`config.mk`:
```
export PLATFORM = sky130hd
export DESIGN_NAME = cache_control_flat
export DESIGN_NICKNAME = d
export VERILOG_FILES = /design/src/rtl/cache_control_if.sv /design/src/rtl/cache_control.sv /design/src/flat_wrapper.sv
export SDC_FILE = /design/constraint.sdc
export NUM_CORES = 1
export LEC_CHECK = 0
export ABC_CLOCK_PERIOD_IN_PS = 3300
export BUFFER_PORTS_ARGS = -buffer_cell sky130_fd_sc_hd__buf_2
export CAP_MARGIN = 0
export CELL_PAD_IN_SITES_DETAIL_PLACEMENT = 2
export CELL_PAD_IN_SITES_GLOBAL_PLACEMENT = 2
export CORE_MARGIN = 5
export CORE_UTILIZATION = 30
export DETAILED_ROUTE_END_ITERATION = 6
export PLACE_DENSITY_LB_ADDON = 0.1
export REMOVE_ABC_BUFFERS = 1
export SETUP_SLACK_MARGIN = 0.02
export SLEW_MARGIN = 5
export SYNTH_ARGS = -nofsm -noshare
export SYNTH_HDL_FRONTEND = slang
export SYNTH_SLANG_ARGS = --single-unit
```
`constraint.sdc`:
```
create_clock -name clk -period 3.3 [get_ports clk]
set_input_delay 0.66 -clock clk [delete_from_list [all_inputs] [get_ports clk]]
set_output_delay 0.66 -clock clk [all_outputs]
set_load 0.02 [all_outputs]
```
`src/rtl/cache_control_if.sv`:
```
// CPU request/response and physical-memory handshake between the cache controller
// and its environment. The master side is the CPU plus physical memory model.
interface cache_control_if;
  logic       mem_read;
  logic       mem_write;
  logic [1:0] mem_byte_enable;
  logic       mem_resp;
  logic       pmem_read;
  logic       pmem_write;
  logic       pmem_resp;

  modport master (
    output mem_read, mem_write, mem_byte_enable, pmem_resp,
    input  mem_resp, pmem_read, pmem_write
  );

  modport slave (
    input  mem_read, mem_write, mem_byte_enable, pmem_resp,
    output mem_resp, pmem_read, pmem_write
  );
endinterface

```
`src/rtl/cache_control.sv`:
```
// Control FSM for the 2-way set-associative L1 cache: hit service, dirty-victim
// writeback, line allocation, plus saturating hit/miss counters.
module cache_control #(
  parameter int unsigned CNT_W = 16
) (
  input  logic             clk,
  input  logic             rst_n,
  cache_control_if.slave   bus,
  input  logic             cmp_tag0,
  input  logic             cmp_tag1,
  input  logic             valid0_out,
  input  logic             valid1_out,
  input  logic             dirty0_out,
  input  logic             dirty1_out,
  input  logic             lru_out,
  output logic             pmem_addr_sel,
  output logic             dataarr0_write,
  output logic             dataarr1_write,
  output logic             tag0_write,
  output logic             tag1_write,
  output logic             valid0_write,
  output logic             valid1_write,
  output logic             dirtyarr0_write,
  output logic             dirtyarr1_write,
  output logic             dirty_in,
  output logic             lru_write,
  output logic             lru_in,
  output logic             datawaymux_sel,
  output logic             datainmux_sel,
  output logic [CNT_W-1:0] hit_count,
  output logic [CNT_W-1:0] miss_count
);

  typedef enum logic [1:0] {StCheck, StWriteback, StAllocate} state_e;

  state_e           state_q, state_d;
  logic             victim_q, victim_d;
  logic [CNT_W-1:0] hit_cnt_q, hit_cnt_d;
  logic [CNT_W-1:0] miss_cnt_q, miss_cnt_d;

  logic req, hit, hit_way, victim_dirty, byte_write;

  assign req          = bus.mem_read | bus.mem_write;
  assign hit          = (cmp_tag0 & valid0_out) | (cmp_tag1 & valid1_out);
  assign hit_way      = cmp_tag1 & valid1_out;
  assign victim_dirty = lru_out ? (valid1_out & dirty1_out) : (valid0_out & dirty0_out);
  // A write with an empty byte mask completes without touching data or dirty state.
  assign byte_write   = bus.mem_write & (|bus.mem_byte_enable);

  assign hit_count  = hit_cnt_q;
  assign miss_count = miss_cnt_q;

  // State, victim and counter registers.
  always_ff @(posedge clk or negedge rst_n) begin
    if (!rst_n) begin
      state_q    <= StCheck;
      victim_q   <= 1'b0;
      hit_cnt_q  <= '0;
      miss_cnt_q <= '0;
    end else begin
      state_q    <= state_d;
      victim_q   <= victim_d;
      hit_cnt_q  <= hit_cnt_d;
      miss_cnt_q <= miss_cnt_d;
    end
  end

  // Next-state, victim latch and saturating counter updates.
  always_comb begin
    state_d    = state_q;
    victim_d   = victim_q;
    hit_cnt_d  = hit_cnt_q;
    miss_cnt_d = miss_cnt_q;
    unique case (state_q)
      StCheck: begin
        if (req && hit) begin
          if (hit_cnt_q != '1) hit_cnt_d = hit_cnt_q + CNT_W'(1);
        end else if (req) begin
          victim_d = lru_out;
          if (miss_cnt_q != '1) miss_cnt_d = miss_cnt_q + CNT_W'(1);
          state_d  = victim_dirty ? StWriteback : StAllocate;
        end
      end
      StWriteback: begin
        // A request dropped during writeback skips the fill.
        if (bus.pmem_resp) state_d = req ? StAllocate : StCheck;
      end
      StAllocate: begin
        if (bus.pmem_resp) state_d = StCheck;
      end
      default: state_d = StCheck;
    endcase
  end

  // Datapath controls and handshakes; everything held low during reset.
  always_comb begin
    bus.mem_resp    = 1'b0;
    bus.pmem_read   = 1'b0;
    bus.pmem_write  = 1'b0;
    pmem_addr_sel   = 1'b0;
    dataarr0_write  = 1'b0;
    dataarr1_write  = 1'b0;
    tag0_write      = 1'b0;
    tag1_write      = 1'b0;
    valid0_write    = 1'b0;
    valid1_write    = 1'b0;
    dirtyarr0_write = 1'b0;
    dirtyarr1_write = 1'b0;
    dirty_in        = 1'b0;
    lru_write       = 1'b0;
    lru_in          = 1'b0;
    datawaymux_sel  = 1'b0;
    datainmux_sel   = 1'b0;
    if (rst_n) begin
      unique case (state_q)
        StCheck: begin
          if (req && hit) begin
            bus.mem_resp   = 1'b1;
            datawaymux_sel = hit_way;
            lru_write      = 1'b1;
            lru_in         = ~hit_way;
            if (byte_write) begin
              dataarr0_write  = ~hit_way;
              dataarr1_write  = hit_way;
              dirtyarr0_write = ~hit_way;
              dirtyarr1_write = hit_way;
              dirty_in        = 1'b1;
            end
          end
        end
        StWriteback: begin
          bus.pmem_write = 1'b1;
          pmem_addr_sel  = 1'b1;
          datawaymux_sel = victim_q;
        end
        StAllocate: begin
          bus.pmem_read = 1'b1;
          // Arrays commit only when the full line has arrived.
          if (bus.pmem_resp) begin
            dataarr0_write  = ~victim_q;
            dataarr1_write  = victim_q;
            tag0_write      = ~victim_q;
            tag1_write      = victim_q;
            valid0_write    = ~victim_q;
            valid1_write    = victim_q;
            dirtyarr0_write = ~victim_q;
            dirtyarr1_write = victim_q;
            datainmux_sel   = 1'b1;
          end
        end
        default: ;
      endcase
    end
  end

endmodule
```
`src/flat_wrapper.sv`:
```
// flat-port wrapper written by rule: the top's interface ports become plain ports
module cache_control_flat 
#(
  parameter int unsigned CNT_W = 16
)
  (clk, rst_n, cmp_tag0, cmp_tag1, valid0_out, valid1_out, dirty0_out, dirty1_out, lru_out, pmem_addr_sel, dataarr0_write, dataarr1_write, tag0_write, tag1_write, valid0_write, valid1_write, dirtyarr0_write, dirtyarr1_write, dirty_in, lru_write, lru_in, datawaymux_sel, datainmux_sel, hit_count, miss_count, bus_mem_read, bus_mem_write, bus_mem_byte_enable, bus_pmem_resp, bus_mem_resp, bus_pmem_read, bus_pmem_write);
  cache_control_if bus_i ();
  input  logic clk;
  input  logic rst_n;
  input  logic cmp_tag0;
  input  logic cmp_tag1;
  input  logic valid0_out;
  input  logic valid1_out;
  input  logic dirty0_out;
  input  logic dirty1_out;
  input  logic lru_out;
  output logic pmem_addr_sel;
  output logic dataarr0_write;
  output logic dataarr1_write;
  output logic tag0_write;
  output logic tag1_write;
  output logic valid0_write;
  output logic valid1_write;
  output logic dirtyarr0_write;
  output logic dirtyarr1_write;
  output logic dirty_in;
  output logic lru_write;
  output logic lru_in;
  output logic datawaymux_sel;
  output logic datainmux_sel;
  output logic [CNT_W-1:0] hit_count;
  output logic [CNT_W-1:0] miss_count;
  input wire logic [$bits(bus_i.mem_read)-1:0] bus_mem_read;
  input wire logic [$bits(bus_i.mem_write)-1:0] bus_mem_write;
  input wire logic [$bits(bus_i.mem_byte_enable)-1:0] bus_mem_byte_enable;
  input wire logic [$bits(bus_i.pmem_resp)-1:0] bus_pmem_resp;
  output wire logic [$bits(bus_i.mem_resp)-1:0] bus_mem_resp;
  output wire logic [$bits(bus_i.pmem_read)-1:0] bus_pmem_read;
  output wire logic [$bits(bus_i.pmem_write)-1:0] bus_pmem_write;
  assign bus_i.mem_read = bus_mem_read;
  assign bus_i.mem_write = bus_mem_write;
  assign bus_i.mem_byte_enable = bus_mem_byte_enable;
  assign bus_i.pmem_resp = bus_pmem_resp;
  assign bus_mem_resp = bus_i.mem_resp;
  assign bus_pmem_read = bus_i.pmem_read;
  assign bus_pmem_write = bus_i.pmem_write;
  cache_control #(.CNT_W(CNT_W)) u_core (.clk(clk), .rst_n(rst_n), .bus(bus_i), .cmp_tag0(cmp_tag0), .cmp_tag1(cmp_tag1), .valid0_out(valid0_out), .valid1_out(valid1_out), .dirty0_out(dirty0_out), .dirty1_out(dirty1_out), .lru_out(lru_out), .pmem_addr_sel(pmem_addr_sel), .dataarr0_write(dataarr0_write), .dataarr1_write(dataarr1_write), .tag0_write(tag0_write), .tag1_write(tag1_write), .valid0_write(valid0_write), .valid1_write(valid1_write), .dirtyarr0_write(dirtyarr0_write), .dirtyarr1_write(dirtyarr1_write), .dirty_in(dirty_in), .lru_write(lru_write), .lru_in(lru_in), .datawaymux_sel(datawaymux_sel), .datainmux_sel(datainmux_sel), .hit_count(hit_count), .miss_count(miss_count));
endmodule
```
==> results.json <==
{
  "drtIter0Drc": 44,
  "finalNonFillerCells": 335,
  "cp_max_fo": 17,
  "cp-endpoint": "dataarr0_write",
  "rows": 29,
  "p_leak_nw": 1.20,
  "dpl.hpwl_mm": 4.34,
  "worst_pin_slew_ns": 0.532,
  "cp.arrival_ns": 2.18,
  "rsz0062_at_grt": "no",
  "rrSetupSlack_ns": 1.18,
  "fin_crit_ns": 2.84,
  "holdBufCountCts": 0,
  "maxCapViolCount": 0,
  "port_buffers": 62,
  "h-tree-depth": 2,
  "boundaryPins": 63,
  "critPathCaptureType": "output pin",
  "clock_sinks": 35,
  "antenna-diode-count": 0,
  "die_w_um": 90.9,
  "antenna_found_initial": 0,
  "final_common_cell": "buf_2",
  "vdd_drop_max_v": 0.000297,
  "cts_root_buf": "clkbuf_8",
  "grt_pass1_wl_mm": 9.47,
  "fmax_mhz": 352,
  "crit_cells": 4,
  "initial_core_util": 0.309,
  "rr_worst_depth": 6,
  "core-area_um2": 6350,
  "wl_mm": 5.46,
  "setup_tns_ns": 0,
  "critical_path_required_ns": 2.64,
  "skew_ns": 0.0100,
  "wl_per_cell_um": 16.3,
  "synth_top_cell_area_share": 0.446,
  "hold_class": "in2async",
  "grt_usage": 0.139,
  "setup_violations": 0,
  "crit_buf_inv": 1,
  "synth_seq_area_share": 0.446,
  "grt_max_degree": 22,
  "r2r_end": "u_core.hit_count[1]",
  "synth-seq-cells": 35,
  "dieArea_um2": 8270,
  "placed_area_um2": 2310,
  "postCtsSetupBuffers": 0,
  "cts.reportedPaths.clkPinSlew_ns": 0.08,
  "cts_tree": "done",
  "remaining_drc_errors": 0,
  "async_flop_share": 1.00,
  "ant_nets": 0,
  "drive_gt1_frac": 0.322,
  "gp_congestion": 0.745,
  "critical_path.cell_chain": "or4_4 > o32a_1 > nor2_1 > buf_2",
  "synth_area_leader_cell": "dfrtp_1",
  "regToRegStartpoint": "u_core.hit_count[0]",
  "cts_resized": 0,
  "num-nets-final": 273,
  "mostFrequentLayoutCells": "buf_2, dfrtp_1, xor2_1, nor2_1, nand3_1",
  "dpl.cell_count": 327,
  "min_period_over_period": 0.860,
  "die-height_um": 90.9,
  "cp-startpoint": "u_core.state_q[1]",
  "insertion_delay_ns": 0.29,
  "outcome": "finished, final reports clean",
  "yosysUniqueCellTypes": 36,
  "synth_area_leaders": "dfrtp_1, xor2_1, nor4_1, nand3_1, nor4_4",
  "final_cell_area_um2": 2390,
  "vias_per_cell": 5.01,
  "cts_buffers": 5,
  "crit_path_top_delay_cell": "or4_4",
  "start_kind": "flop",
  "slew_viol_final": 0,
  "grt_pass1_vias": 1842,
  "relSlewSlack": 0.642,
  "synthesis.area_um2": 1960,
  "dr.pass1.iters": 3,
  "vias": 1678,
  "synth_edf_count": 0,
  "cts_buffer_depth": 2,
  "syn_avg_cell_area_um2": 10.0,
  "power.density_nw_per_um2": 607,
  "cp_top_family": "simple AND/OR/NAND/NOR gates",
  "ys.warnings.count": 0,
  "netlist_instances": 196,
  "slowest_delay_ns": 0.72,
  "gr-total-overflow": 0,
  "yosys_most_used_dff": "dfrtp_1",
  "crit_type": "reg2out",
  "hold_viol": 0,
  "areaGrowthSynthToFinish_pct": 21.8
}
==> registers in the layout, indices dropped and copies added (netlist names) <==
signal and count:
u_core.hit_count 16, u_core.miss_count 16, u_core.state_q 2, u_core.victim_q 1
==> synthesized netlist by cell type (3+ instances only) <==
library cell	instances
buf_4	6
nand3_1	15
o21ai_0	3
nand4_1	10
nand2_1	14
xor2_1	28
nor4_1	15
mux2_2	3
nor2_1	16
nor4_4	3
inv_1	7
nor3_1	11
dfrtp_1	35
buf_6	3
==> layout make-up <==
type,count,area (um^2)
Clock buffer,6,72.6
Clock inverter,2,12.5
Fill cell,728,3960
Inverter,7,26.3
Multi-Input combinational cell,144,985
Sequential cell,35,876
Tap cell,77,96.3
Timing Repair Buffer,64,325
==> per-layer routing <==
metal / global-route usage / up-vias / part of all wire
li1: - / 817 / -
met1: 0.179 / 824 / 0.45
met2: 0.229 / 33 / 0.50
met3: 0.0383 / 4 / 0.039
met4: 0.0330 / 0 / 0.0077
met5: 0 / - / 0
==> how the worst min path moves through the flow <==
stage / start / to / slack [ns]
6_report: rst_n / u_core.miss_count[4] / 0.29
5_1_grt: rst_n / u_core.miss_count[1] / 0.31
4_1_cts: rst_n / u_core.miss_count[1] / 0.29
3_5_place_dp: u_core.miss_count[15] / u_core.miss_count[15] / 0.50
3_3_place_gp: u_core.hit_count[15] / u_core.hit_count[15] / 0.49
2_1_floorplan: rst_n / u_core.hit_count[0] / 0.36
==> report_power, final <==
part	leakage [nW]	switching, W	internal, W
clock	0.0412	0.000158	0.000148
combinational	0.718	0.000301	0.000178
sequential	0.444	0.000145	0.000523
==> metrics by stage <==
stage | power (W) | worst slack, ns | hold slack [ns] | utilization
2_1_floorplan | 0.000957 | 0.413 | 0.364 | -
3_3_place_gp | 0.00115 | 0.489 | 0.486 | 0.364
3_5_place_dp | 0.00117 | 0.449 | 0.499 | 0.364
4_1_cts | 0.00149 | 0.448 | 0.290 | 0.377
5_1_grt | 0.00157 | 0.361 | 0.307 | 0.377
6_report | 0.00145 | 0.463 | 0.295 | 0.377
==> cell families (layout without fill, tap and decap cells) <==
logic type / after synthesis / after routing / synth area share
simple gates: 100 / 100 / 0.303
compound gates: 9 / 9 / 0.0312
buf+inv: 17 / 79 / 0.0560
xor+xnor: 30 / 30 / 0.134
fa+ha+maj: 2 / 2 / 0.0127
flops: 35 / 35 / 0.446
mux: 3 / 3 / 0.0172
(Power assumes the default switching activity.)
